==> config.mk <==
export PLATFORM = sky130hd
export DESIGN_NAME = mem_writeback_flat
export DESIGN_NICKNAME = d
export VERILOG_FILES = /design/src/rtl/mem_writeback_pkg.sv /design/src/rtl/mem_writeback_if.sv /design/src/rtl/mem_writeback_linaddr.sv /design/src/rtl/mem_writeback.sv /design/src/flat_wrapper.sv
export SDC_FILE = /design/constraint.sdc
export NUM_CORES = 1
export LEC_CHECK = 0
export CORE_UTILIZATION = 46
export CTS_BUF_LIST = sky130_fd_sc_hd__clkbuf_16
export DETAILED_ROUTE_END_ITERATION = 8
export GPL_ROUTABILITY_DRIVEN = 0
export GPL_TIMING_DRIVEN = 1
export PLACE_DENSITY = 0.76
export SYNTH_ARGS = -nofsm -noshare
export SYNTH_HDL_FRONTEND = slang
export SYNTH_HIERARCHICAL = 1
export SYNTH_SLANG_ARGS = --single-unit
export TNS_END_PERCENT = 5
==> constraint.sdc <==
create_clock -name clock -period 2.9 [get_ports clock]
set_input_delay 0.87 -clock clock [delete_from_list [all_inputs] [get_ports clock]]
set_output_delay 0.87 -clock clock [all_outputs]
set_load 0.01 [all_outputs]
==> src/rtl/mem_writeback_pkg.sv <==
// Shared definitions for the memory write-back block: FSM state encodings
// and the segment shift used to form 20-bit linear addresses.
package mem_writeback_pkg;

  typedef enum logic [1:0] {
    IDLE  = 2'd0,
    WR_LO = 2'd1,
    WR_HI = 2'd2,
    FIN   = 2'd3
  } state_t;

  localparam int SEG_SHIFT = 4;
  localparam int ADDR_W    = 20;

endpackage

==> src/rtl/mem_writeback_if.sv <==
// Request and memory-write bus of the write-back block.
// master: the requester (drives start/operands, observes the write bus).
// slave:  the write-back block itself.
interface mem_writeback_if;

  logic        start;
  logic        bit16;
  logic [15:0] seg;
  logic [15:0] eff;
  logic [15:0] result;
  logic [19:0] address;
  logic [7:0]  out;
  logic        wren;
  logic        busy;
  logic        done;

  modport master (
    output start, bit16, seg, eff, result,
    input  address, out, wren, busy, done
  );

  modport slave (
    input  start, bit16, seg, eff, result,
    output address, out, wren, busy, done
  );

endinterface

==> src/rtl/mem_writeback_linaddr.sv <==
// Segment:offset to linear address. Carry out of bit 19 is dropped so the
// address space wraps at 1 MiB.
module linaddr
  import mem_writeback_pkg::*;
(
  input  logic [15:0]       seg,
  input  logic [15:0]       off,
  output logic [ADDR_W-1:0] lin
);

  assign lin = ({4'b0, seg} << SEG_SHIFT) + {4'b0, off};

endmodule

==> src/rtl/mem_writeback.sv <==
// Memory write-back: writes a byte or a little-endian word to seg:eff,
// one byte per cycle, then pulses done. All outputs are registered.
//
// Build option: MEM_WRITEBACK_LINEAR_HI_EN
//   undefined - high byte goes to seg:(eff+1), offset wraps inside the segment
//   defined   - high byte goes to the low-byte linear address + 1
//
// state | meaning
// IDLE  | waiting for start; operands latched on accept
// WR_LO | low byte on the bus
// WR_HI | high byte on the bus (word writes only)
// FIN   | done pulse; start is ignored here
module mem_writeback
  import mem_writeback_pkg::*;
(
  input  logic             clock,
  input  logic             reset,
  mem_writeback_if.slave   bus
);

  state_t      state, state_d;
  logic [15:0] seg_q, eff_q;
  logic [7:0]  result_hi_q;
  logic        bit16_q;

  logic [15:0]       seg_src, off_src;
  logic [ADDR_W-1:0] lin;

  logic [ADDR_W-1:0] address_d, address_q;
  logic [7:0]        out_d, out_q;
  logic              wren_d, wren_q;
  logic              busy_d, busy_q;
  logic              done_d, done_q;

  // One adder serves both bytes: operands come straight from the bus while
  // idle, and from the latched request once the transfer is running.
  linaddr u_linaddr (
    .seg (seg_src),
    .off (off_src),
    .lin (lin)
  );

  // Next state and the output values that become visible after the edge.
  always_comb begin
    state_d   = state;
    seg_src   = seg_q;
    off_src   = eff_q;
    address_d = '0;
    out_d     = '0;
    wren_d    = 1'b0;
    busy_d    = 1'b0;
    done_d    = 1'b0;
    case (state)
      IDLE: begin
        seg_src = bus.seg;
        off_src = bus.eff;
        if (bus.start) begin
          state_d   = WR_LO;
          wren_d    = 1'b1;
          busy_d    = 1'b1;
          address_d = lin;
          out_d     = bus.result[7:0];
        end
      end
      WR_LO: begin
`ifdef MEM_WRITEBACK_LINEAR_HI_EN
        off_src = eff_q;
`else
        off_src = eff_q + 16'd1;
`endif
        if (bit16_q) begin
          state_d = WR_HI;
          wren_d  = 1'b1;
          busy_d  = 1'b1;
`ifdef MEM_WRITEBACK_LINEAR_HI_EN
          address_d = lin + 20'd1;
`else
          address_d = lin;
`endif
          out_d = result_hi_q;
        end else begin
          state_d = FIN;
          done_d  = 1'b1;
        end
      end
      WR_HI: begin
        state_d = FIN;
        done_d  = 1'b1;
      end
      FIN: begin
        state_d = IDLE;
      end
      default: begin
        state_d = IDLE;
      end
    endcase
  end

  // State register.
  always_ff @(posedge clock) begin
    if (reset) state <= IDLE;
    else       state <= state_d;
  end

  // Capture the request operands on accept.
  always_ff @(posedge clock) begin
    if (reset) begin
      seg_q       <= '0;
      eff_q       <= '0;
      result_hi_q <= '0;
      bit16_q     <= 1'b0;
    end else if (state == IDLE && bus.start) begin
      seg_q       <= bus.seg;
      eff_q       <= bus.eff;
      result_hi_q <= bus.result[15:8];
      bit16_q     <= bus.bit16;
    end
  end

  // Output registers; reset mid-transfer drops any remaining byte and done.
  always_ff @(posedge clock) begin
    if (reset) begin
      address_q <= '0;
      out_q     <= '0;
      wren_q    <= 1'b0;
      busy_q    <= 1'b0;
      done_q    <= 1'b0;
    end else begin
      address_q <= address_d;
      out_q     <= out_d;
      wren_q    <= wren_d;
      busy_q    <= busy_d;
      done_q    <= done_d;
    end
  end

  assign bus.address = address_q;
  assign bus.out     = out_q;
  assign bus.wren    = wren_q;
  assign bus.busy    = busy_q;
  assign bus.done    = done_q;

endmodule

==> src/flat_wrapper.sv <==
// flat-port wrapper written by rule: the top's interface ports become plain ports
module mem_writeback_flat import mem_writeback_pkg::*;
  (clock, reset, bus_start, bus_bit16, bus_seg, bus_eff, bus_result, bus_address, bus_out, bus_wren, bus_busy, bus_done);
  mem_writeback_if bus_i ();
  input  logic clock;
  input  logic reset;
  input wire logic [$bits(bus_i.start)-1:0] bus_start;
  input wire logic [$bits(bus_i.bit16)-1:0] bus_bit16;
  input wire logic [$bits(bus_i.seg)-1:0] bus_seg;
  input wire logic [$bits(bus_i.eff)-1:0] bus_eff;
  input wire logic [$bits(bus_i.result)-1:0] bus_result;
  output wire logic [$bits(bus_i.address)-1:0] bus_address;
  output wire logic [$bits(bus_i.out)-1:0] bus_out;
  output wire logic [$bits(bus_i.wren)-1:0] bus_wren;
  output wire logic [$bits(bus_i.busy)-1:0] bus_busy;
  output wire logic [$bits(bus_i.done)-1:0] bus_done;
  assign bus_i.start = bus_start;
  assign bus_i.bit16 = bus_bit16;
  assign bus_i.seg = bus_seg;
  assign bus_i.eff = bus_eff;
  assign bus_i.result = bus_result;
  assign bus_address = bus_i.address;
  assign bus_out = bus_i.out;
  assign bus_wren = bus_i.wren;
  assign bus_busy = bus_i.busy;
  assign bus_done = bus_i.done;
  mem_writeback u_core (.clock(clock), .reset(reset), .bus(bus_i));
endmodule
# Yosys cells after proc, flatten, opt, wreduce, memory -nomap -nowiden

Cells that the tools add are included.

Bits in registers: 73
Input port bits: 52
Logic and storage cells: 33

Add/subtract/negate cells: 2
Equality and inequality tests: 4
Mux-type cells: 16
Reduce and logical (&&, ||, !) cells: 2

Operator list:

| cell                                                                  | count |
|---|---|
| 20-bit two-way mux                                                    | 2 |
| 20-bit case mux with 2 select lines                                   | 1 |
| 16-bit case mux with 2 select lines                                   | 1 |
| 20-bit by 16-bit adder with 20-bit output                             | 1 |
| 16-bit by 1-bit adder with 16-bit output, second input constant       | 1 |
| 16-bit two-way mux                                                    | 1 |
| 8-bit two-way mux                                                     | 2 |
| 8-bit case mux with 2 select lines                                    | 1 |
| 2-bit case mux with 4 select lines                                    | 1 |
| 2-bit equality test, second input constant                            | 2 |
| 1-bit two-way mux                                                     | 4 |
| 1-bit case mux with 2 select lines                                    | 2 |
| 2-bit by 1-bit equality test with 1-bit output, second input constant | 1 |
| 2-bit logical NOT                                                     | 1 |
| 2-bit two-way mux                                                     | 1 |
| 2-bit inequality test, second input constant                          | 1 |
| 1-bit logical AND                                                     | 1 |

# Longest topological paths before layout

Gate-level depths: netlist (run 1).

Depth after elaboration: 5
Mapped depth: 14

# Modules after synthesis

The synthesis (run 1) kept the hierarchy.

Modules (own cells, without submodules):

| module        | times used | cells an instance | area each (um^2) | sequential area each (um^2) |
|---|---|---|---|---|
| mem_writeback | 1          | 377               | 3,119.2          | 1,461.4 |
| linaddr       | 1          | 108               | 820.8            | 0.0 |

# Worst setup path after synthesis (run 1)

No wires, ideal clock.

Path type: flip-flop to flip-flop
Start: register u_core.state[0]
End: register u_core.address_q[14] (netlist: u_core/bus.address[14])
Setup time: 0.115 ns
Arrival time: 2.860 ns
Data required time: 2.785 ns
Slack: -0.075 ns
Stages on the path, launching flop included: 14
Cell sequence: dfxtp_1 > inv_1 > ha_1 > buf_2 > nor2_1 > clkbuf_1 > o21ai_0 > o311ai_0 > ha_1 > and3_2 > a221oi_4 > o21ai_0 > xor2_1 > and2_1

Longest elaborated chain between the ends: 5
Elaborated cells between the ends (all ways): 8
Classes of those cells: 1 x add/sub; 1 x eq/ne; 5 x mux; 1 x reduce/logical

Ends and longest elaborated chain:

| item                                                                                | line                                     | RTL |
|---|---|---|
| start: declaration                                                                  | mem_writeback.sv:21                      | `state_t state, state_d;` |
| start signal: assignment                                                            | mem_writeback.sv:102                     | `else state <= state_d;` |
| 2-bit by 1-bit equality test with 1-bit output or 2-bit logical NOT (tied branches) | mem_writeback.sv:53                      | `case (state)` |
| 16-bit case mux with 2 select lines (*)                                             | mem_writeback.sv:53                      |  |
| net u_core.off_src[9]                                                               | mem_writeback.sv:26                      | `logic [15:0] seg_src, off_src;` |
| 20-bit by 16-bit adder with 20-bit output (*)                                       | mem_writeback_linaddr.sv:11              | `assign lin = ({4'b0, seg} << SEG_SHIFT) + {4'b0, off};` |
| net u_core.lin[14]                                                                  | mem_writeback.sv:27                      | `logic [ADDR_W-1:0] lin;` |
| 20-bit two-way mux (on tied branches)                                               | mem_writeback.sv:71, mem_writeback.sv:57 |  |
| 20-bit case mux with 2 select lines (*)                                             | mem_writeback.sv:53                      |  |
| end signal: assignment                                                              | mem_writeback.sv:129                     | `address_q <= address_d;` |
| end: declaration                                                                    | mem_writeback.sv:29                      | `logic [ADDR_W-1:0] address_d, address_q;` |

Mark *: on every way through the listed nets, which the timed path passes. The rest lies on a longest branch.
A chain may end at the register's enable or synchronous reset.

# Worst setup path after layout (run 1)

Start: register u_core.eff_q[0]
End: register u_core.address_q[14] (netlist: u_core/bus.address[14])

Longest elaborated chain between the ends: 5
Elaborated cells between the ends (all ways): 6
Classes of those cells: 2 x add/sub; 4 x mux

Ends and longest elaborated chain:

| item                                          | line                                     | RTL |
|---|---|---|
| start: declaration                            | mem_writeback.sv:22                      | `logic [15:0] seg_q, eff_q;` |
| start signal: assignment                      | mem_writeback.sv:114                     | `eff_q <= bus.eff;` |
| 16-bit by 1-bit adder with 16-bit output (*)  | mem_writeback.sv:69                      | `off_src = eff_q + 16'd1;` |
| 16-bit case mux with 2 select lines (*)       | mem_writeback.sv:53                      |  |
| net u_core.off_src[9]                         | mem_writeback.sv:26                      |  |
| 20-bit by 16-bit adder with 20-bit output (*) | mem_writeback_linaddr.sv:11              |  |
| net u_core.lin[14]                            | mem_writeback.sv:27                      |  |
| 20-bit two-way mux (on tied branches)         | mem_writeback.sv:71, mem_writeback.sv:57 |  |
| 20-bit case mux with 2 select lines (*)       | mem_writeback.sv:53                      |  |

Marked as above.

==> results of run 1 <==
-- critical path, delay by kind of cell, from the launching register on --
| family | cells | cell delay (ns) |
|---|---|---|
| AND/OR/NAND/NOR | 2 | 0.30 |
| buffers and inverters | 4 | 0.68 |
| flip-flops | 1 | 0.35 |
| adder cells (fa/ha/maj) | 1 | 0.34 |
| AO/OA/AOI/OAI | 5 | 0.99 |
| XOR/XNOR | 1 | 0.13 |
-- cells by family (layout without fill, tap and decap cells) --
kind of cell             after synthesis  after routing  share of synthesized area
XOR/XNOR                              14             14                     0.0311
AND/OR/NAND/NOR                      197            197                      0.233
flip-flops                            73             73                      0.371
AO/OA/AOI/OAI                        122            122                      0.211
adder cells (fa/ha/maj)               17             17                     0.0559
buffers and inverters                 46            181                     0.0524
multiplexers                          16             16                     0.0457
-- state kept, by name (all words and copies together) (netlist names) --
signal / flops
u_core/bus.out: 8
u_core/state: 2
u_core/bus.done: 1
u_core/bus.address: 20
u_core/bus.busy: 1
u_core/result_hi_q: 8
u_core/bit16_q: 1
u_core/seg_q: 16
u_core/eff_q: 16
-- cells in the final DEF, fill, tap and decap left out, drive strengths merged, types with 2 or more instances in the layout --
cell type / n
o21a: 2
dfxtp: 73
a21o: 9
nor3b: 3
a22oi: 14
nand3: 11
clkdlybuf4s50: 80
o221ai: 2
xor2: 3
a221o: 3
buf: 72
dlymetal6s2s: 2
xnor2: 11
a211oi: 3
and3: 2
nand2: 106
o21ai: 13
inv: 13
o211ai: 5
nor3: 5
o2111a: 2
or3: 7
a21oi: 55
mux2: 16
bufinv: 2
nor4: 5
and2: 24
clkbuf: 9
nand4: 8
nand2b: 3
o31a: 2
ha: 16
o311ai: 7
clkinv: 3
nor2: 19
-- per-stage QoR --
stage	total power [W]	std cells	TNS [ns]
final	0.00668	725	0
after global routing	0.00710	725	-0.937
after CTS	0.00623	718	-0.00941
after detailed placement	0.00492	699	-3.71
after global placement	0.00482	699	-3.37
after floorplan	0.00361	485	-0.000648
-- cell type report --
| cell class | count | area share |
|---|---|---|
| multi-input combinational | 366 | 0.430 |
| sequential | 73 | 0.249 |
| timing repair buffer | 154 | 0.238 |
| clock buffer | 9 | 0.0380 |
| tap | 105 | 0.0222 |
| clock inverter | 7 | 0.0160 |
| inverter | 11 | 0.00739 |
-- per-layer routing --
metal / up-vias / GRT usage / wire length, um
met5: - / 0 / 0
met4: 0 / 0.102 / 221
met3: 21 / 0.0523 / 701
met2: 157 / 0.411 / 5870
met1: 1974 / 0.324 / 4920
li1: 1965 / - / -
-- report_power, final --
| part | switching [W] | internal [W] |
|---|---|---|
| Sequential | 0.000148 | 0.00126 |
| Combinational | 0.00199 | 0.00209 |
| Clock | 0.000434 | 0.000754 |
-- worst max-delay path by stage --
stage                         start                      to  slack (ns)  cells after the start
finish              u_core/eff_q[0]  u_core/bus.address[14]       0.005                     13
global route        u_core/eff_q[3]  u_core/bus.address[14]       -0.17                     12
CTS                      bus_seg[0]  u_core/bus.address[12]      -0.007                     10
detailed placement       bus_seg[0]  u_core/bus.address[14]       -0.48                      9
global placement         bus_seg[0]  u_core/bus.address[14]       -0.46                      9
floorplan           u_core/eff_q[0]  u_core/bus.address[14]     -0.0006                     10
-- what timing repair did --
| action | CTS | global route |
|---|---|---|
| buffers inserted | 3 | 7 |
| hold buffers | 0 | 0 |
| gates resized for setup | 13 | 58 |
| pin swaps | 5 | 24 |
| endpoints found under the setup margin | 8 | 11 |
| gates cloned | 0 | 0 |
==> summary.md, run 1 <==
| Metric | Value |
|---|---|
| Via count | `4117` |
| IO Pins | `83` |
| Drt pass-1 iters | `5` |
| Area of the multi-input gates | `0.00255 mm^2` |
| EDFF count, synth | `0` |
| Site Rows | `33` |
| Crit Path Max Fanout | `6` |
| Critical path class | `register to register` |
| CTS Root Cell | `clkbuf_16` |
| Post-DRT Antenna Nets | `0` |
| Num CTS Buffers | `9` |
| Period utilization | `0.998` |
| Ys Warns | `6` |
| Mapped cell area | `0.00394 mm^2` |
| Setup WS pre-CTS | `-0.481 ns` |
| Top cells by area, synth | `dfxtp_1, nand2_1, a21oi_1` |
| Slew Limit Fails | `0` |
| Worst Slack Setup Final | `0.00529 ns` |
| Initial core utilization | `0.477` |
| Die Ht | `94.6 um` |
| Die W | `roughly 95 um` |
| WP data required | `between 3 and 4 ns` |
| Commonest cells post-synth | `nand2_1, dfxtp_1, a21oi_1, and2_1, clkbuf_1` |
| Worst path cell trace | `buf_6 -> nand4_1 -> buf_4 -> o31a_1 -> o21ai_2 -> o311ai_2 -> ha_1 -> buf_4 -> a221oi_4 -> buf_6 -> o21ai_2 -> xor2_1 -> and2_1` |
| Fin crit period | `2.89 ns` |
| Finished Core Util | `0.718` |
| Max Freq | `345 MHz` |
| Gate Count Post-Synth | `485` |
| Worst R2R Setup Slack | `~0.0053 ns` |
| Pin count of the biggest net entering global routing | `32` |
| Reg area | `~0.0015 mm^2` |
| Most common cell in the netlist | `nand2_1` |
| Unrepaired setup endpoints after global routing | `yes` |
| Area share of the largest cell type after synthesis | `0.371` |
| WL final | `roughly 12000 um` |
| Bufs on Longest Clock Path | `2` |
| Syn avg cell area | `slightly above 8 um^2` |
| Max VDD drop | `0.000426 V` |
| Vias per cell | `approximately 5.7` |
| Share of cells above drive strength 1 | `0.248` |
| Syn_nets | `around 550` |
| Post-DP HPWL | `7660 um` |
| Largest stage delay, worst path | `roughly 0.4 ns` |
| Input/output buffers | `82` |
| Status | `finished clean` |
| CTS tree | `yes` |
| Vias in the first global route | `3706` |
| Area leader, netlist | `dfxtp_1` |
| Global-route wire length before repair | `17300 um` |
| Area Growth Syn to Fin | `50.4%` |
| Cell area after layout | `a little under 0.006 mm^2` |
| Arrival time at the worst endpoint | `~3.1 ns` |
| Max_slew headroom | `0.666` |
| Total of max-cap violations | `0` |
| Die Area | `0.00894 mm^2` |
| ANT cells | `0` |
| Hold EP | `u_core/seg_q[6]` |
| Clk_skew | `around 0.0058 ns` |
| Placed instance area | `0.00522 mm^2` |
| Final Hold Fails | `0` |
| CP endpoint kind | `register` |
| Clock latency on the worst-skew pair | `approximately 0.34 ns` |
| Core footprint | `0.00826 mm^2` |
| Final setup vio count | `0` |
| Synth Register Bits | `between 70 and 80` |
| Reg clk slew, reported paths | `about 0.060 ns` |
| Top FF cell, synth | `dfxtp_1` |
| Hold path start | `u_core/seg_q[6]` |
| Gr usage total | `0.252` |
| Drt first-iter violations | `410` |
| DRC errors left | `0` |
| Reg2Reg Capture Point | `u_core/bus.address[14]` |
| Critical R2R Launch | `u_core/eff_q[0]` |
| FILL cells | `586` |
| CTS Sinks | `73` |
| CP max stage cell | `a221oi_4` |
| Layout Nets | `684` |
| Grt total ovfl | `0` |
| Sequential fraction of the synthesis area | `0.371` |
| Leak | `2.36 nW` |
| Startpoint types | `register` |
| Reg2Reg Depth | `13` |
| Hold slack | `0.454 ns` |
| Worst hold-check path type | `register to register` |
| Least-Margin Pin Slew | `0.501 ns` |
| Hold path depth | `2` |
| Netlist cell types | `52` |
| Initial antenna violation count | `0` |
| Post-synth ARST share | `0` |
| Wire per inst | `between 15 and 20 um` |
| H-Tree Level Count | `3` |
| P per Cell Area | `1130 mW/mm^2` |
Power figures use the tool's default switching activity.
==> inputs of run 2 (changes only) <==
--- a/config.mk
+++ b/config.mk
@@ -5,6 +5,8 @@
 export SDC_FILE = /design/constraint.sdc
 export NUM_CORES = 1
 export LEC_CHECK = 0
+export CAP_MARGIN = 10
+export CORE_MARGIN = 4
 export CORE_UTILIZATION = 46
 export CTS_BUF_LIST = sky130_fd_sc_hd__clkbuf_16
 export DETAILED_ROUTE_END_ITERATION = 8
==> run 2 against run 1 <==
The run now ends with setup timing left. Count of clock-buffer cells in the layout unchanged. Via count up 2.6%. Flip-flop and latch count unchanged. Critical path depth down 1. First-iteration DRC count down 41%. Cell count up 0.14%. Clock power about the same. Non-clock buffer count up 1. Final area about the same. Largest cell class unchanged. Global-route usage down 1.1 points. Die area up 13%. Register-to-register slack worse by 0.08 ns.
==> summary.md, run 2 (same netlist as run 1, synthesis figures left out) <==
| Metric | Value |
|---|---|
| CP endpoint kind | `register` |
| Worst Slack Setup Final | `-0.0749 ns` |
| WP data required | `3.13 ns` |
| Worst hold-check path type | `register to register` |
| CP max stage cell | `nor4_1` |
| Total of max-cap violations | `0` |
| Setup TNS | `-0.0902 ns` |
| Critical R2R Launch | `u_core/eff_q[0]` |
| Post-DRT Antenna Nets | `0` |
| Worst Setup EP | `u_core/bus.address[19]` |
| Grt total ovfl | `0` |
| Final Hold Fails | `0` |
| Status | `complete, but fails checks` |
| Clk_skew | `0.00871 ns` |
| Slew Limit Fails | `0` |
| Share of cells above drive strength 1 | `0.259` |
| Period utilization | `1.03` |
| Psw | `0.00269 W` |
| Clock latency on the worst-skew pair | `0.34 ns` |
| Input/output buffers | `82` |
| CTS tree | `yes` |
| Setup crit start | `u_core/eff_q[0]` |
| Initial antenna violation count | `0` |
| Max FFs per register | `20` |
| Drt pass-1 iters | `7` |
| Die Area | `0.0101 mm^2` |
| Layout Cells excl Fill | `726` |
| Vias in the first global route | `approximately 4200` |
| Commonest non-fill, non-tap cell in the layout | `nand2_1` |
| Area Growth Syn to Fin | `50.4%` |
| Reg clk slew, reported paths | `0.06 ns` |
| CTS Sinks | `73` |
| Power share of the clock group | `0.179` |
| Max VDD drop | `roughly 0.00046 V` |
| Die W | `101 um` |
| P per Cell Area | `1150 mW/mm^2` |
| Max_slew headroom | `0.652` |
| Vias per cell | `5.82` |
| Switch share | `0.395` |
| WL final | `12600 um` |
| Reg2Reg Depth | `12` |
| CTS Hold Bufs | `0` |
| Setup WS pre-CTS | `-0.535 ns` |
| Wire per inst | `17.4 um` |
| Worst R2R Setup Slack | `-0.07 ns` |
| Unrepaired setup endpoints after global routing | `yes` |
| Fin crit period | `2.97 ns` |
| Commonest cells after routing, fill and taps aside | `nand2_1, clkdlybuf4s50_1, dfxtp_1, buf_4, a21oi_1` |
| Worst path bufs/invs | `2` |
| Num CTS Buffers | `9` |
| Worst path cell trace | `buf_6 -> nand4_1 -> buf_4 -> nor4_1 -> xnor2_1 -> o21ai_0 -> ha_1 -> a21o_1 -> a31o_4 -> a2111oi_4 -> o311ai_1 -> and2_1` |
| CP top delay family | `compound AO/OA/AOI/OAI gates` |
| Crit Path Max Fanout | `5` |
| IO Pins | `83` |
| Comb power frac | `0.614` |
| Int Pwr | `0.00412 W` |
| Post-DP HPWL | `8040 um` |
| Global-route wire length before repair | `19700 um` |
| Arrival time at the worst endpoint | `3.20 ns` |
| Finished Core Util | `0.718` |
| Drt first-iter violations | `243` |
| Die Ht | `approximately 100 um` |
| Core footprint | `around 0.0083 mm^2` |
| CP Depth | `12` |
| Leak | `2.33 nW` |
| Cell area after layout | `0.00593 mm^2` |
| Gr usage total | `0.241` |
| Placed cells | `700` |
| Reg2Reg Capture Point | `u_core/bus.address[19]` |
| Least-Margin Pin Slew | `approximately 0.52 ns` |
| Placed instance area | `0.00522 mm^2` |
| DRC errors left | `0` |
| Layout Nets | `between 600 and 700` |
| Pin count of the biggest net entering global routing | `33` |
| Largest stage delay, worst path | `0.45 ns` |
| Failing checks | `setup timing` |
| Max Freq | `336 MHz` |
| Sequential share of power | `0.207` |
| Hold path depth | `2` |
| H-Tree Level Count | `3` |
| Startpoint types | `register` |
| Site Rows | `33` |
| CTS Root Cell | `clkbuf_16` |
| Initial core utilization | `0.477` |
| Bufs on Longest Clock Path | `2` |
| ANT cells | `0` |
| Critical path class | `register to register` |
| Final setup vio count | `3` |
| Via count | `approximately 4200` |
-- run 2: worst min path at each step --
stage,slack (ns),startpoint,end
finish,0.45,u_core/seg_q[12],u_core/seg_q[12]
global route,0.48,u_core/result_hi_q[7],u_core/result_hi_q[7]
CTS,0.46,u_core/result_hi_q[3],u_core/result_hi_q[3]
detailed placement,0.45,u_core/result_hi_q[3],u_core/result_hi_q[3]
global placement,0.44,u_core/seg_q[5],u_core/seg_q[5]
floorplan,0.43,u_core/seg_q[0],u_core/seg_q[0]
-- run 2: metrics by stage --
stage	total power, W	hold WS, ns
after floorplan	0.00361	0.434
after global placement	0.00484	0.439
after detailed placement	0.00495	0.446
after CTS	0.00644	0.455
after global routing	0.00718	0.484
final	0.00681	0.453
-- run 2: timing repair --
| action | in CTS | in global routing |
|---|---|---|
| setup endpoints to repair | 11 | 11 |
| resized for setup | 40 | 41 |
| pin swaps | 12 | 25 |
| buffers inserted | 5 | 6 |
-- run 2: layer usage --
layer  GRT usage  routed length [um]  up-vias
met5           0                   0        -
met4       0.121                 448        0
met3      0.0450                 738       46
met2       0.406                6290      199
met1       0.293                5150     2014
li1            -                   -     1966
-- run 2: power groups by stage --
stage | sequential (W) | clock (W) | combinational [W]
final | 0.00141 | 0.00122 | 0.00418
after global routing | 0.00144 | 0.00128 | 0.00445
after CTS | 0.00139 | 0.00123 | 0.00381
after detailed placement | 0.00140 | 0 | 0.00355
after global placement | 0.00139 | 0 | 0.00345
after floorplan | 0.00145 | 0 | 0.00216
-- run 2: worst min-delay path: cells and delay by family (launching register included) --
family	cells	cell delay [ns]
flops	1	0.31
simple gates	1	0.05
compound gates	1	0.05
-- run 2: layout make-up --
type / instances / area [um^2]
sequential: 73 / 1480
clock inverter: 7 / 101
fill: 596 / 2330
multi-input combinational: 366 / 2550
timing repair buffer: 155 / 1400
tap: 105 / 131
clock buffer: 9 / 225
inverter: 11 / 43.8
